<file path="src/rtl/fifo_drain_pack_if.sv">
// fifo_drain_pack_if: FIFO read side plus packed valid/ready output of fifo_drain_pack
// master: drain engine (drives fifo_rinc, out_valid, out_data, out_last)
// slave:  FIFO and downstream (drive fifo_rempty, fifo_rdata, out_ready)
interface fifo_drain_pack_if #(
  parameter int WIDTH = 8,
  parameter int PACK = 4
);
  logic fifo_rempty;
  logic fifo_rinc;
  logic [WIDTH-1:0] fifo_rdata;
  logic out_valid;
  logic out_ready;
  logic out_last;
  logic [WIDTH*PACK-1:0] out_data;
  modport master (
    input fifo_rempty, fifo_rdata, out_ready,
    output fifo_rinc, out_valid, out_data, out_last
  );
  modport slave (
    output fifo_rempty, fifo_rdata, out_ready,
    input fifo_rinc, out_valid, out_data, out_last
  );
endinterface

</file>
<file path="src/rtl/fifo_drain_pack.sv">
// fifo_drain_pack: drains cfg_words*PACK FIFO entries through a credit-limited skid buffer, packing PACK entries per word
// Ports: clk, rst (sync, active-high); start/cfg_words drain request; busy/done status;
//        bus (fifo_drain_pack_if.master) FIFO pop side and packed valid/ready output.
// Macro FIFO_DRAIN_MSB_FIRST_EN: first entry of each word in the most significant lane (default lane 0).
module fifo_drain_pack #(
  parameter int WIDTH = 8,
  parameter int PACK = 4,
  parameter int RD_LAT = 2,
  parameter int SKID_DEPTH = 4
) (
  input  logic clk,
  input  logic rst,
  input  logic start,
  input  logic [15:0] cfg_words,
  output logic busy,
  output logic done,
  fifo_drain_pack_if.master bus
);
`ifdef FIFO_DRAIN_MSB_FIRST_EN
  localparam bit MSB = 1'b1;
`else
  localparam bit MSB = 1'b0;
`endif
  localparam int CW = 16 + $clog2(PACK);
  localparam int IW = $clog2(PACK);
  localparam int SW = $clog2(SKID_DEPTH);
  typedef enum logic [1:0] {IDLE, DRAIN, FLUSH, DONE} state_t;
  state_t state, state_nxt;
  logic [15:0] cfg_q;
  logic [CW-1:0] total, issued, wcnt;
  logic [RD_LAT-1:0] sr;
  logic [WIDTH-1:0] skid [SKID_DEPTH];
  logic [SW-1:0] wp, rp;
  logic [SW:0] cnt;
  logic [WIDTH-1:0] lane [PACK-1];
  logic [IW-1:0] idx;
  logic [WIDTH-1:0] head;
  logic [WIDTH*PACK-1:0] word;
  logic push, pop, load, hs;
  assign head = skid[rp];
  assign push = sr[RD_LAT-1];
  assign hs = bus.out_valid && bus.out_ready;
  // the final lane bypasses the lane registers and only pops when the output register can take the word
  assign pop = cnt != 0 && (idx != IW'(PACK-1) || !bus.out_valid || bus.out_ready);
  assign load = pop && idx == IW'(PACK-1);
  always_ff @(posedge clk) state <= rst ? IDLE : state_nxt;
  always_comb
    case (state)
      IDLE:    state_nxt = !start ? IDLE : cfg_words == 16'd0 ? DONE : DRAIN;
      DRAIN:   state_nxt = issued == total ? FLUSH : DRAIN;
      FLUSH:   state_nxt = hs && bus.out_last ? DONE : FLUSH;
      default: state_nxt = IDLE;
    endcase
  // credit: in-flight pops plus skid occupancy never exceed the skid size
  always_comb begin
    bus.fifo_rinc = state == DRAIN && !bus.fifo_rempty && issued < total
                    && CW'($countones(sr)) + CW'(cnt) < CW'(SKID_DEPTH);
    busy = state == DRAIN || state == FLUSH;
    done = state == DONE;
  end
  always_comb begin
    word = '0;
    for (int i = 0; i < PACK-1; i++) word[(MSB ? PACK-1-i : i)*WIDTH +: WIDTH] = lane[i];
    word[(MSB ? 0 : PACK-1)*WIDTH +: WIDTH] = head;
  end
  always_ff @(posedge clk)
    if (rst) begin
      cfg_q <= '0;
      total <= '0;
      issued <= '0;
      wcnt <= '0;
      sr <= '0;
      wp <= '0;
      rp <= '0;
      cnt <= '0;
      idx <= '0;
      for (int i = 0; i < PACK-1; i++) lane[i] <= '0;
      bus.out_valid <= 1'b0;
      bus.out_data <= '0;
      bus.out_last <= 1'b0;
    end else begin
      if (state == IDLE && start) begin
        cfg_q <= cfg_words;
        total <= CW'(cfg_words) * CW'(PACK);
        issued <= '0;
        wcnt <= '0;
      end else if (bus.fifo_rinc) issued <= issued + 1'b1;
      sr <= RD_LAT'({sr, bus.fifo_rinc});
      if (push) begin
        skid[wp] <= bus.fifo_rdata;
        wp <= wp == SW'(SKID_DEPTH-1) ? '0 : wp + 1'b1;
      end
      if (pop) begin
        rp <= rp == SW'(SKID_DEPTH-1) ? '0 : rp + 1'b1;
        idx <= idx == IW'(PACK-1) ? '0 : idx + 1'b1;
      end
      cnt <= cnt + (SW+1)'(push) - (SW+1)'(pop);
      for (int i = 0; i < PACK-1; i++) if (pop && idx == IW'(i)) lane[i] <= head;
      if (load) begin
        bus.out_valid <= 1'b1;
        bus.out_data <= word;
        bus.out_last <= wcnt == CW'(cfg_q) - 1'b1;
        wcnt <= wcnt + 1'b1;
      end else if (bus.out_ready) begin
        bus.out_valid <= 1'b0;
        bus.out_last <= 1'b0;
      end
    end
endmodule

</file>
<file path="src/flat_wrapper.sv">
// flat-port wrapper written by rule: the top's interface ports become plain ports
module fifo_drain_pack_flat 
#(
  parameter int WIDTH = 8,
  parameter int PACK = 4,
  parameter int RD_LAT = 2,
  parameter int SKID_DEPTH = 4
)
  (clk, rst, start, cfg_words, busy, done, bus_fifo_rempty, bus_fifo_rdata, bus_out_ready, bus_fifo_rinc, bus_out_valid, bus_out_data, bus_out_last);
  fifo_drain_pack_if #(.WIDTH(WIDTH), .PACK(PACK)) bus_i ();
  input  logic clk;
  input  logic rst;
  input  logic start;
  input  logic [15:0] cfg_words;
  output logic busy;
  output logic done;
  input wire logic [$bits(bus_i.fifo_rempty)-1:0] bus_fifo_rempty;
  input wire logic [$bits(bus_i.fifo_rdata)-1:0] bus_fifo_rdata;
  input wire logic [$bits(bus_i.out_ready)-1:0] bus_out_ready;
  output wire logic [$bits(bus_i.fifo_rinc)-1:0] bus_fifo_rinc;
  output wire logic [$bits(bus_i.out_valid)-1:0] bus_out_valid;
  output wire logic [$bits(bus_i.out_data)-1:0] bus_out_data;
  output wire logic [$bits(bus_i.out_last)-1:0] bus_out_last;
  assign bus_i.fifo_rempty = bus_fifo_rempty;
  assign bus_i.fifo_rdata = bus_fifo_rdata;
  assign bus_i.out_ready = bus_out_ready;
  assign bus_fifo_rinc = bus_i.fifo_rinc;
  assign bus_out_valid = bus_i.out_valid;
  assign bus_out_data = bus_i.out_data;
  assign bus_out_last = bus_i.out_last;
  fifo_drain_pack #(.WIDTH(WIDTH), .PACK(PACK), .RD_LAT(RD_LAT), .SKID_DEPTH(SKID_DEPTH)) u_core (.clk(clk), .rst(rst), .start(start), .cfg_words(cfg_words), .busy(busy), .done(done), .bus(bus_i));
endmodule
</file>
<file path="config.mk">
export PLATFORM = sky130hd
export DESIGN_NAME = fifo_drain_pack_flat
export DESIGN_NICKNAME = d
export VERILOG_FILES = /design/src/rtl/fifo_drain_pack_if.sv /design/src/rtl/fifo_drain_pack.sv /design/src/flat_wrapper.sv
export SDC_FILE = /design/constraint.sdc
export NUM_CORES = 1
export LEC_CHECK = 0
export CAP_MARGIN = 20
export CORE_UTILIZATION = 62
export DETAILED_ROUTE_END_ITERATION = 6
export HOLD_SLACK_MARGIN = 0.08
export PLACE_DENSITY = 0.95
export SLEW_MARGIN = 20
export SYNTH_ARGS = -nofsm -noshare
export SYNTH_HDL_FRONTEND = slang
export SYNTH_SLANG_ARGS = --single-unit
</file>
<file path="constraint.sdc">
create_clock -name clk -period 6.8 [get_ports clk]
set_input_delay 1.36 -clock clk [delete_from_list [all_inputs] [get_ports clk]]
set_output_delay 1.36 -clock clk [all_outputs]
set_load 0.02 [all_outputs]
</file>
# Word level (Yosys, flattened, before mapping)
# Memories as Yosys holds them, arrays and structs flattened. A register that Yosys moved wholly into a read port is not among the register bits.
# Cells that the tools add are included.
# W data, S select, Z words.
[op_classes]
addsub = 10
magnitude_cmp = 2
eq_ne = 11
mux = 32
n_bitwise = 3
reduce_logical = 23
[op_table]
columns = ["operator", "count"]
rows = [
  ["$add A18 B1 Y18 const B", 2],
  ["$eq A18 B18 Y1", 2],
  ["$mux W18", 2],
  ["$mux W8", 3],
  ["$add A18 B3 Y18", 1],
  ["$lt A18 B18 Y1", 1],
  ["$lt A18 B3 Y1 const B", 1],
  ["$mux W1", 18],
  ["$sub A16 B1 Y17 const B", 1],
  ["$logic_not A16 Y1", 1],
  ["$mux W2", 8],
  ["$eq A2 B2 Y1 const B", 6],
  ["$logic_and A1 B1 Y1", 11],
  ["$add A2 B1 Y2 const B", 3],
  ["$pmux W2 S3", 1],
  ["$eq A2 B1 Y1 const B", 2],
  ["$logic_not A2 Y1", 2],
  ["$reduce_bool A2 Y1", 2],
  ["$add A3 B1 Y3", 1],
  ["$logic_or A1 B1 Y1", 3],
  ["$or A1 B1 Y1", 3],
  ["$reduce_bool A3 Y1", 1],
  ["$sub A3 B1 Y3", 1],
  ["$add A1 B1 Y2", 1],
  ["3 further kinds", 4],
]
[word_totals]
register_bits = 99
ram_bits = 56
input_bits = 29
output_inout_bits = 37
elab_cells = 95
memories = 2
[mem_list]
columns = ["memory", "depth", "word_bits", "rd", "rd_ports_with_merged_regs", "wr", "line_no", "text"]
rows = [
  ["u_core.skid", 4, 8, 1, 1, 1, "fifo_drain_pack.sv:32", "logic [WIDTH-1:0] skid [SKID_DEPTH];"],
  ["u_core.lane", 3, 8, 3, 3, 3, "fifo_drain_pack.sv:35", "logic [WIDTH-1:0] lane [PACK-1];"],
]

# Longest topological paths before layout
# Gate-level depths: netlist (run 1).
[depth]
depth_word = 9
depth_mapped = 12

# Worst setup path before layout (run 1)
# Ideal clock, no wire load.
[synth_timing]
path_type = "in2out"
start = "input port bus_fifo_rempty"
end = "output port bus_fifo_rinc"
arrival_ns = 2.457
t_required_ns = 5.440
setup_slack_ns = 2.983
path_stages = 7
path_cell_list = "nor4_1 -> o211ai_1 -> a31oi_1 -> nand3_1 -> buf_2 -> buf_2 -> inv_1"
[synth_between]
elab_chain_len = 4
[synth_rtl]
columns = ["element", "line_no", "text"]
rows = [
  ["start: declaration", "flat_wrapper.sv:17", "input wire logic [$bits(bus_i.fifo_rempty)-1:0] bus_fifo_rempty;"],
  ["$logic_not A1 Y1", "fifo_drain_pack.sv:56", "bus.fifo_rinc = state == DRAIN && !bus.fifo_rempty && issued < total"],
  ["$logic_and A1 B1 Y1 (2 in series)", "fifo_drain_pack.sv:56", ""],
  ["$logic_and A1 B1 Y1", "fifo_drain_pack.sv:57", "&& CW'($countones(sr)) + CW'(cnt) < CW'(SKID_DEPTH);"],
  ["end: declaration", "flat_wrapper.sv:20", "output wire logic [$bits(bus_i.fifo_rinc)-1:0] bus_fifo_rinc;"],
]
# Every way passes these cells.

# Worst setup path after layout (run 1)
# Ends and elaborated chain as after synthesis.

==> metrics.txt, run 1 <==
Crit path max-delay family=buffers and inverters; hold path start=bus_out_data[15]$_SDFFE_PP0P_; Total Routed Length=18200 um; Synth Net Count=819; worst-path fanout max=24; Rel. slew slack=36.9%; Max Clk Rate=0.197 GHz; antenna violations before repair=0; Startpoint Class=input pin; Worst-Skew Late Latency=430 ps; Vias/cell=6.29; io pins=66; violated checks=DRC; outcome=finished with violations; Yosys top cell area share=28.0%; Initial Utilization=63.5%; port bufs=65; post-synthesis sequential area ratio=51.3%; share of layout cells above drive strength 1=6.39%; setup bufs post-CTS=0; RSZ-0062 raised after global routing=no; most frequent CP cell=clkdlybuf4s50_1; TritonCTS Buffers=17; std cell rows=39; core area=11400 um2; area of the multi-input gates=3230 um2; all-layer global routing usage=31.7%; Critical Path End Type=output port; fill cell count=670; Mean Syn Cell Area=9.60 um2; vias in the first global route=5806; CP max-delay cell=clkdlybuf4s50_1; Worst EP required=5440 ps; endpoints failing hold=0; routed len/inst=19.0 um; #FFs+latches synth=157; max-cap violations=0; clk_skew=12.0 ps; total area of sequential cells=3700 um2; post-CTS sizing=0; hold_buf cts=0; H-tree depth=4; synthesized area=7220 um2; Synth area leaders=dfxtp_1, edfxtp_1, nand2_1, ha_1, a21oi_1; ys flop type=dfxtp_1; first-pass GRT wire length=28600 um; share of synthesized flip-flops with an asynchronous set or reset=0%; Leak=0.00302 uW; Final Max Tran Viols=0; # setup viols final=0; Netlist cell types=52; number of synthesized flops with an enable pin=56; die height=110 um; CTS tree=done; Largest stage delay, worst path=630 ps; CP Launch Point=bus_fifo_rempty; Mapped Cells=752; Final Cycle Share=74.5%; actual slew at the worst max-slew pin=945 ps; dpl ws=1750 ps; R2R Path Start=u_core.idx[0]$_SDFFE_PP0P_; area grow syn2layout=17.8%; gpl congestion=0.923; TritonRoute pass-1 iters=7; total negative slack=0 ps; Worst-path clk slew=60 ps; DP HPWL=11800 um; routed vias=6024; Worst Path Arrival=3710 ps; CTS root buffer=clkbuf_16; Power Density=315 nW/um2; Antenna Cells=0; initial drt markers=570; Crit Path Class=in -> out; CTS max path bufs=2; HP Class=reg -> reg; die area=12100 um2; Ys Warns=0; final worst-path setup slack=1730 ps; Placed Cells=925; IR drop worst, VDD=0.000218 V; largest net degree at the start of global routing=89; die width=110 um; worst path cell trace=clkdlybuf4s50_1, nor4_1, o211ai_1, a31oi_1, nand3_1, inv_1, clkdlybuf4s50_1; leading area contributor after synthesis=dfxtp_1; # clock sinks=157; CP Buf/Inv Count=3; grt total ovfl=0; Non-Filler Instances=957; Tmin final=5070 ps; post-layout net count=868; DRC viols=2; Final ANT Viol Nets=0
## kinds of logic after synthesis
family	Yosys count	share of synthesized area [%]
AND/OR/NAND/NOR	295	19.9
flip-flops	157	51.3
AO/OA/AOI/OAI	150	11.8
buffers and inverters	73	3.97
adder cells (fa/ha/maj)	38	6.69
XOR/XNOR	28	3.40
multiplexers	11	2.93
## metrics by stage
step / instance area [um2] / total power (uW) / hold WS, ps / utilization, %
2_1_floorplan: 7220 / 1540 / 445 / -
6_report: 8510 / 2680 / 453 / 74.8
4_1_cts: 8510 / 2670 / 456 / 74.8
3_3_place_gp: 7910 / 1650 / 445 / 69.6
5_1_grt: 8510 / 2770 / 462 / 74.8
3_5_place_dp: 7910 / 1700 / 446 / 69.6
## cell usage in the layout (no fill, tap or decap), types with 6 or more instances in the layout
cell type / count
nand2_1: 130
dfxtp_1: 101
a21oi_1: 87
clkdlybuf4s50_1: 64
edfxtp_1: 56
nor2_1: 37
ha_1: 37
inv_1: 36
nand3_1: 28
o21ai_0: 23
xnor2_1: 19
clkbuf_16: 17
nor3_1: 14
and2_1: 13
and3_1: 12
or3_1: 11
nand4_1: 10
nor4_1: 10
xor2_1: 9
mux4_2: 8
or4_1: 7
a21o_1: 6
o31ai_1: 6
## tightest hold or removal path, cell delays in order (launching register included)
cell,delay (ps)
dfxtp_1,310
nand2_1,50
a21oi_1,50
## flip-flops by register name (all words and copies together), names as in the netlist, 3 cells and up, named ones only
| register | count |
|---|---|
| u_core.bus.out_data | 8 |
| u_core.issued | 18 |
| u_core.lane | 24 |
| bus_out_data | 24 |
| u_core.cnt | 3 |
| u_core.skid | 32 |
| u_core.wcnt | 18 |
| u_core.cfg_q | 16 |
## per-layer routing
metal | track usage [%] | vias up | part of all wire [%]
met5 | 0 | - | 0
met4 | 15.1 | 0 | 3.4
met3 | 8.18 | 69 | 7.6
met2 | 52.1 | 334 | 50
met1 | 38.7 | 2864 | 39
li1 | - | 2757 | -
## final timing paths
| check | slack [ps] | endpoint | depth (start not counted) |
|---|---|---|---|
| worst min register to register | 450 | bus_out_data[15]$_SDFFE_PP0P_ | 2 |
| worst max register to register | 3570 | u_core.bus.out_last$_SDFFE_PP0P_ | 7 |
| worst max-delay path | 1730 | bus_fifo_rinc | 7 |
| worst min-delay path | 450 | bus_out_data[15]$_SDFFE_PP0P_ | 2 |
## cell type report
type | count | area share (%)
inverters | 36 | 1.59
clock buffers | 19 | 5.09
flip-flops and latches | 157 | 43.5
multi-input cells | 522 | 38.0
well taps | 143 | 2.10
clock inverters | 13 | 1.93
repair buffers | 67 | 7.77
## synthesized netlist by cell type, types with 13 or more instances
master and count:
nand3_1 28, a21oi_1 87, inv_1 36, ha_1 37
and2_1 13, nor3_1 14, clkbuf_1 23, xnor2_1 19
o21ai_0 23, nor2_1 37, edfxtp_1 56, dfxtp_1 101
nand2_1 130
## where the power goes
group | total, uW | internal (uW) | switching [uW]
logic | 513 | 209 | 304
clock network | 973 | 580 | 393
registers | 1200 | 1110 | 90.6
total | 2680 | 1890 | 788
Power figures use the tool's default switching activity.
==> inputs of run 2 (changes only) <==
--- a/config.mk
+++ b/config.mk
@@ -6,10 +6,10 @@
 export NUM_CORES = 1
 export LEC_CHECK = 0
 export CAP_MARGIN = 20
-export CORE_UTILIZATION = 62
+export CORE_UTILIZATION = 52
 export DETAILED_ROUTE_END_ITERATION = 6
 export HOLD_SLACK_MARGIN = 0.08
-export PLACE_DENSITY = 0.95
+export PLACE_DENSITY = 0.87
 export SLEW_MARGIN = 20
 export SYNTH_ARGS = -nofsm -noshare
 export SYNTH_HDL_FRONTEND = slang
==> constraint.sdc (replaced) <==
create_clock -name clk -period 4.5 [get_ports clk]
set_input_delay 0.9 -clock clk [delete_from_list [all_inputs] [get_ports clk]]
set_output_delay 0.9 -clock clk [all_outputs]
set_load 0.02 [all_outputs]
==> run 2 against run 1 <==
- the flow now finishes without violations
- hold slack better by 0.85 ps
- non-clock buffer count is 3 higher
- combinational power grew 44%
- routed wire length down 15%
- final area up 0.43%
- worst setup slack got worse by 1100 ps
- total power is 46% higher
- sequential share of layout area fell by 0.18 points
- via count down 7.4%
- final cell count rose by 3.8%
- sequential cell count stayed put
- critical path type is now reg -> out
- largest power group unchanged
==> metrics.txt, run 2 (synthesized netlist as in run 1, its figures left out) <==
commonest non-fill, non-tap cells in the layout=nand2_1, dfxtp_1, a21oi_1; DRC viols=0 (-2); Top reg by flops=u_core.skid; endpoints failing hold=0 (unchanged); area grow syn2layout=18.3%; Crit Path Class=reg -> out; setup bufs post-CTS=0 (unchanged); Total Routed Length=15500 um (-15%); actual slew at the worst max-slew pin=893 ps (-52.0 ps); hold path start=bus_out_data[18]$_SDFFE_PP0P_; post-CTS sizing=0 (unchanged); Tmin final=3850 ps; # setup viols final=0 (unchanged); Antenna Cells=0 (unchanged); Worst-Skew Late Latency=430 ps (about the same); Final Cycle Share=85.7%; Initial Utilization=53.9% (-9.6 points); grt total ovfl=0 (unchanged); CTS root buffer=clkbuf_16; terminus of the critical flop-to-flop path=u_core.cnt[2]$_SDFF_PP0_; antenna violations before repair=0 (unchanged); hold endpoint=bus_out_data[18]$_SDFFE_PP0P_; Rel. slew slack=40.5% (+3.5 points); initial drt markers=468 (-18%); TritonCTS Buffers=17 (unchanged); Startpoint Class=register; depth of the most critical reg-to-reg path=11 (+4); Leak=0.00302 uW (about the same); commonest non-fill, non-tap cell in the layout=nand2_1; die height=120 um (+9.0%); std cell rows=42 (+7.7%); # clock sinks=157 (unchanged); Critical Path End Type=output port; Worst Path Arrival=2950 ps (-760 ps); Final Max Tran Viols=0 (unchanged); CTS max path bufs=2 (unchanged); Power Density=457 nW/um2 (+45%); DP HPWL=10700 um (-9.3%); Min-Delay Path Depth=2 (unchanged); Final ANT Viol Nets=0 (unchanged); share of layout cells above drive strength 1=6.73% (+0.34 points); Max Clk Rate=0.259 GHz; routed len/inst=15.6 um (-18%); max FFs per register=32 (unchanged); outcome=completed; largest net degree at the start of global routing=88 (-1.1%); Worst EP required=3600 ps (-1840 ps); Worst-path clk slew=60 ps (about the same); gpl congestion=0.920 (-0.28%); io pins=66 (unchanged); all-layer global routing usage=22.9% (-8.7 points); Vias/cell=5.62 (-11%); clk_skew=7.16 ps (-4.79 ps); R2R Setup Slk=1740 ps (-1830 ps); HP Class=reg -> reg; max-cap violations=0 (unchanged); IR drop worst, VDD=0.000316 V (+44%); first-pass GRT wire length=25500 um (-11%); post-layout net count=871 (+0.35%); port bufs=65 (unchanged); total negative slack=0 ps (unchanged); CTS tree=done; H-tree depth=4 (unchanged); R2R Path Start=u_core.cnt[2]$_SDFF_PP0_; die width=120 um (+9.0%); TritonRoute pass-1 iters=5 (-2); worst-path fanout max=5 (-79%); routed vias=5579 (-7.4%); vias in the first global route=5262 (-9.4%); RSZ-0062 raised after global routing=no; core area=13400 um2 (+18%); hold_buf cts=0 (unchanged); die area=14400 um2 (+19%); final core utilization=63.8% (-11 points)
## run 2: layer usage
| layer | routed length (um) | part of all wire, % | vias up | GRT usage, % |
|---|---|---|---|---|
| li1 | - | - | 2762 | - |
| met1 | 6940 | 45 | 2625 | 30.6 |
| met2 | 7450 | 48 | 158 | 36.1 |
| met3 | 713 | 4.6 | 34 | 5.28 |
| met4 | 357 | 2.3 | 0 | 9.22 |
| met5 | 0 | 0 | - | 0 |
## run 2: worst max path at each step
| stage | end | from | depth (start not counted) | slack [ps] |
|---|---|---|---|---|
| floorplan | bus_fifo_rinc | u_core.cfg_q[6]$_SDFFE_PP0P_ | 10 | 1500 |
| global placement | bus_fifo_rinc | bus_fifo_rempty | 7 | 1000 |
| detailed placement | bus_fifo_rinc | bus_fifo_rempty | 7 | 970 |
| CTS | bus_fifo_rinc | u_core.cfg_q[7]$_SDFFE_PP0P_ | 9 | 690 |
| global route | bus_fifo_rinc | u_core.cfg_q[7]$_SDFFE_PP0P_ | 9 | 450 |
| finish | bus_fifo_rinc | u_core.cfg_q[7]$_SDFFE_PP0P_ | 9 | 650 |
## run 2: area by class of cell
class	instances	area [um2]
Clock buffer	23	479
Tap cell	176	220
Sequential cell	157	3700
Clock inverter	9	90.1
Fill cell	1018	4860
Timing Repair Buffer	70	683
Multi-Input combinational cell	522	3230
Inverter	36	135
## run 2: stage by stage
step / cells / instance area (um2) / worst slack, ps / power, uW / hold WS [ps]
2_1_floorplan: 752 / 7220 / 1500 / 2330 / 445
3_3_place_gp: 961 / 7970 / 1000 / 2510 / 444
3_5_place_dp: 961 / 7970 / 966 / 2550 / 446
4_1_cts: 993 / 8540 / 688 / 3920 / 455
5_1_grt: 993 / 8540 / 448 / 4090 / 477
6_report: 993 / 8540 / 645 / 3900 / 453
## run 2: critical path, stage by stage, from the launching register on
cell and delay [ps]:
dfxtp_1 420, inv_1 100, ha_1 310, and3_1 190
nand2_1 60, nor4_1 440, o21ai_0 270, nand3_1 170
inv_1 50, clkdlybuf4s50_1 530
## run 2: power by group
part	leakage, uW	internal [uW]	total [uW]	switching [uW]
Combinational	0.00139	316	741	425
Clock	0.000272	809	1360	553
Sequential	0.00136	1670	1800	130
==> inputs of run 3 (changes only) <==
--- a/config.mk
+++ b/config.mk
@@ -5,11 +5,11 @@
 export SDC_FILE = /design/constraint.sdc
 export NUM_CORES = 1
 export LEC_CHECK = 0
-export CAP_MARGIN = 20
-export CORE_UTILIZATION = 52
+export CAP_MARGIN = 25
+export CORE_UTILIZATION = 58
 export DETAILED_ROUTE_END_ITERATION = 6
 export HOLD_SLACK_MARGIN = 0.08
-export PLACE_DENSITY = 0.87
+export PLACE_DENSITY = 0.91
 export SLEW_MARGIN = 20
 export SYNTH_ARGS = -nofsm -noshare
 export SYNTH_HDL_FRONTEND = slang
==> constraint.sdc (replaced) <==
create_clock -name clk -period 3.92 [get_ports clk]
set_input_delay 0.784 -clock clk [delete_from_list [all_inputs] [get_ports clk]]
set_output_delay 0.784 -clock clk [all_outputs]
set_load 0.02 [all_outputs]
==> run 3 against run 2 <==
- combinational power is 20% higher
- register-to-register slack worse by 630 ps
- worst setup slack worse by 410 ps
- via count is 5.7% higher
- clock skew is 1.0 ps higher
- die area is 10% lower
- routed wire length is 10% higher
- first-iteration DRC count is 38% higher
- clock-buffer cell count is 5 lower
- largest cell class unchanged
- highest routed layer unchanged
==> metrics.txt, run 3 (synthesized netlist as in run 1, its figures left out) <==
post-layout net count=874 (+0.34%); final core utilization=71.5% (+7.8 points); Worst Path Arrival=2900 ps (-50 ps); hold_buf cts=0 (unchanged); H-tree depth=4 (unchanged); outcome=completed; Top reg by flops=u_core.skid; actual slew at the worst max-slew pin=718 ps (-175 ps); initial drt markers=645 (+38%); dpl ws=570 ps (-396 ps); TritonCTS Buffers=17 (unchanged); Tmin final=3680 ps; commonest non-fill, non-tap cells in the layout=nand2_1, dfxtp_1, a21oi_1; Total Routed Length=17100 um (+10%); grt total ovfl=0 (unchanged); endpoints failing hold=0 (unchanged); final worst-path setup slack=238 ps (-407 ps); max FFs per register=32 (unchanged); Critical Path End Type=output port; terminus of the critical flop-to-flop path=u_core.cnt[2]$_SDFF_PP0_; CTS root buffer=clkbuf_16; setup bufs post-CTS=0 (unchanged); CP Launch Point=u_core.cfg_q[9]$_SDFFE_PP0P_; die width=114 um (-5.2%); worst-path fanout max=5 (unchanged); post-CTS sizing=0 (unchanged); CTS max path bufs=2 (unchanged); HP Class=reg -> reg; std cell rows=40 (-4.8%); first-pass GRT wire length=27700 um (+8.5%); Placed Cells=956 (-0.52%); routed len/inst=17.3 um (+11%); Worst EP required=3140 ps (-460 ps); IR drop worst, VDD=0.000384 V (+22%); Rel. slew slack=52.2% (+12 points); fill cell count=777 (-24%); Max Clk Rate=0.272 GHz; gpl congestion=0.931 (+1.2%); port bufs=65 (unchanged); routed vias=5896 (+5.7%); Non-Filler Instances=988 (-0.50%); die height=114 um (-5.2%); io pins=66 (unchanged); DP HPWL=11400 um (+6.4%); Vias/cell=5.97 (+6.2%); clk_skew=8.19 ps (+1.03 ps); area grow syn2layout=19.5%; Worst Setup EP=bus_fifo_rinc; Final Max Tran Viols=0 (unchanged); TritonRoute pass-1 iters=6 (+1); total negative slack=0 ps (unchanged); R2R Path Start=u_core.cnt[2]$_SDFF_PP0_; RSZ-0062 raised after global routing=no; Final Cycle Share=93.9%; Final ANT Viol Nets=0 (unchanged); Worst-path clk slew=60 ps (about the same); # clock sinks=157 (unchanged); Crit Path Class=reg -> out; Worst-Skew Late Latency=430 ps (about the same); Leak=0.00308 uW (+1.9%); depth of the most critical reg-to-reg path=11 (unchanged); share of layout cells above drive strength 1=7.44% (+0.71 points); core area=12100 um2 (-10%); Antenna Cells=0 (unchanged); max-cap violations=0 (unchanged); antenna violations before repair=0 (unchanged); die area=12900 um2 (-10%); all-layer global routing usage=28.0% (+5.1 points); largest net degree at the start of global routing=49 (-44%); Power Density=552 nW/um2 (+21%); commonest non-fill, non-tap cell in the layout=nand2_1; Startpoint Class=register; Initial Utilization=59.9% (+6.0 points); vias in the first global route=5534 (+5.2%); R2R Setup Slk=1110 ps (-630 ps); CTS tree=done; DRC viols=0 (unchanged); total design power=4770 uW (+22%); # setup viols final=0 (unchanged)
==> run 3: changes by cell type in the layout (fill, tap and decap cells not counted), sizes merged <==
cell	previous run	this run
clkbuf	23	18
clkinv	6	4
buf	6	9
inv	36	40
bufinv	1	5
clkinvlp	2	1
==> run 3: cell type report <==
type                            count  area [um2]  area share (%)
Inverter                           36         135            1.57
Sequential cell                   157        3700            42.9
Clock inverter                     14         214            2.48
Clock buffer                       18         429            4.97
Multi-Input combinational cell    522        3230            37.5
Timing Repair Buffer               73         706            8.18
Tap cell                          168         210            2.44
==> run 3: layer usage <==
layer	wire length [um]	GRT usage [%]
met1	6950	35.0
met5	0	0
met2	8450	46.6
met4	484	11.3
met3	1180	7.07
==> run 3: how the worst min path moves through the flow <==
| stage | from | cells after the start | endpoint | slack (ps) |
|---|---|---|---|---|
| 2_1_floorplan | u_core.sr[0]$_SDFF_PP0_ | 1 | u_core.sr[1]$_SDFF_PP0_ | 440 |
| 3_3_place_gp | bus_out_data[19]$_SDFFE_PP0P_ | 2 | bus_out_data[19]$_SDFFE_PP0P_ | 440 |
| 3_5_place_dp | bus_out_data[21]$_SDFFE_PP0P_ | 2 | bus_out_data[21]$_SDFFE_PP0P_ | 450 |
| 4_1_cts | bus_out_data[21]$_SDFFE_PP0P_ | 2 | bus_out_data[21]$_SDFFE_PP0P_ | 450 |
| 5_1_grt | bus_out_data[2]$_SDFFE_PP0P_ | 2 | bus_out_data[2]$_SDFFE_PP0P_ | 470 |
| 6_report | bus_out_data[21]$_SDFFE_PP0P_ | 2 | bus_out_data[21]$_SDFFE_PP0P_ | 450 |
==> run 3: stage by stage <==
step | hold WS (ps) | area [um2]
2_1_floorplan | 445 | 7220
3_3_place_gp | 443 | 7990
3_5_place_dp | 445 | 7990
4_1_cts | 453 | 8630
5_1_grt | 467 | 8630
6_report | 450 | 8630
==> run 3: critical path, stage by stage (launching register included) <==
cell and delay, ps:
dfxtp_1 430, inv_1 140, ha_1 320, nand4_1 150, nor4_1 430, o21ai_0 250
nand3_1 180, inv_1 50, clkdlybuf4s50_1 530
==> run 3: power by group <==
group / switching (uW) / total, uW / internal (uW)
clock: 664 / 1800 / 1130
sequential: 159 / 2080 / 1920
combinational: 520 / 892 / 372
total: 1340 / 4770 / 3420
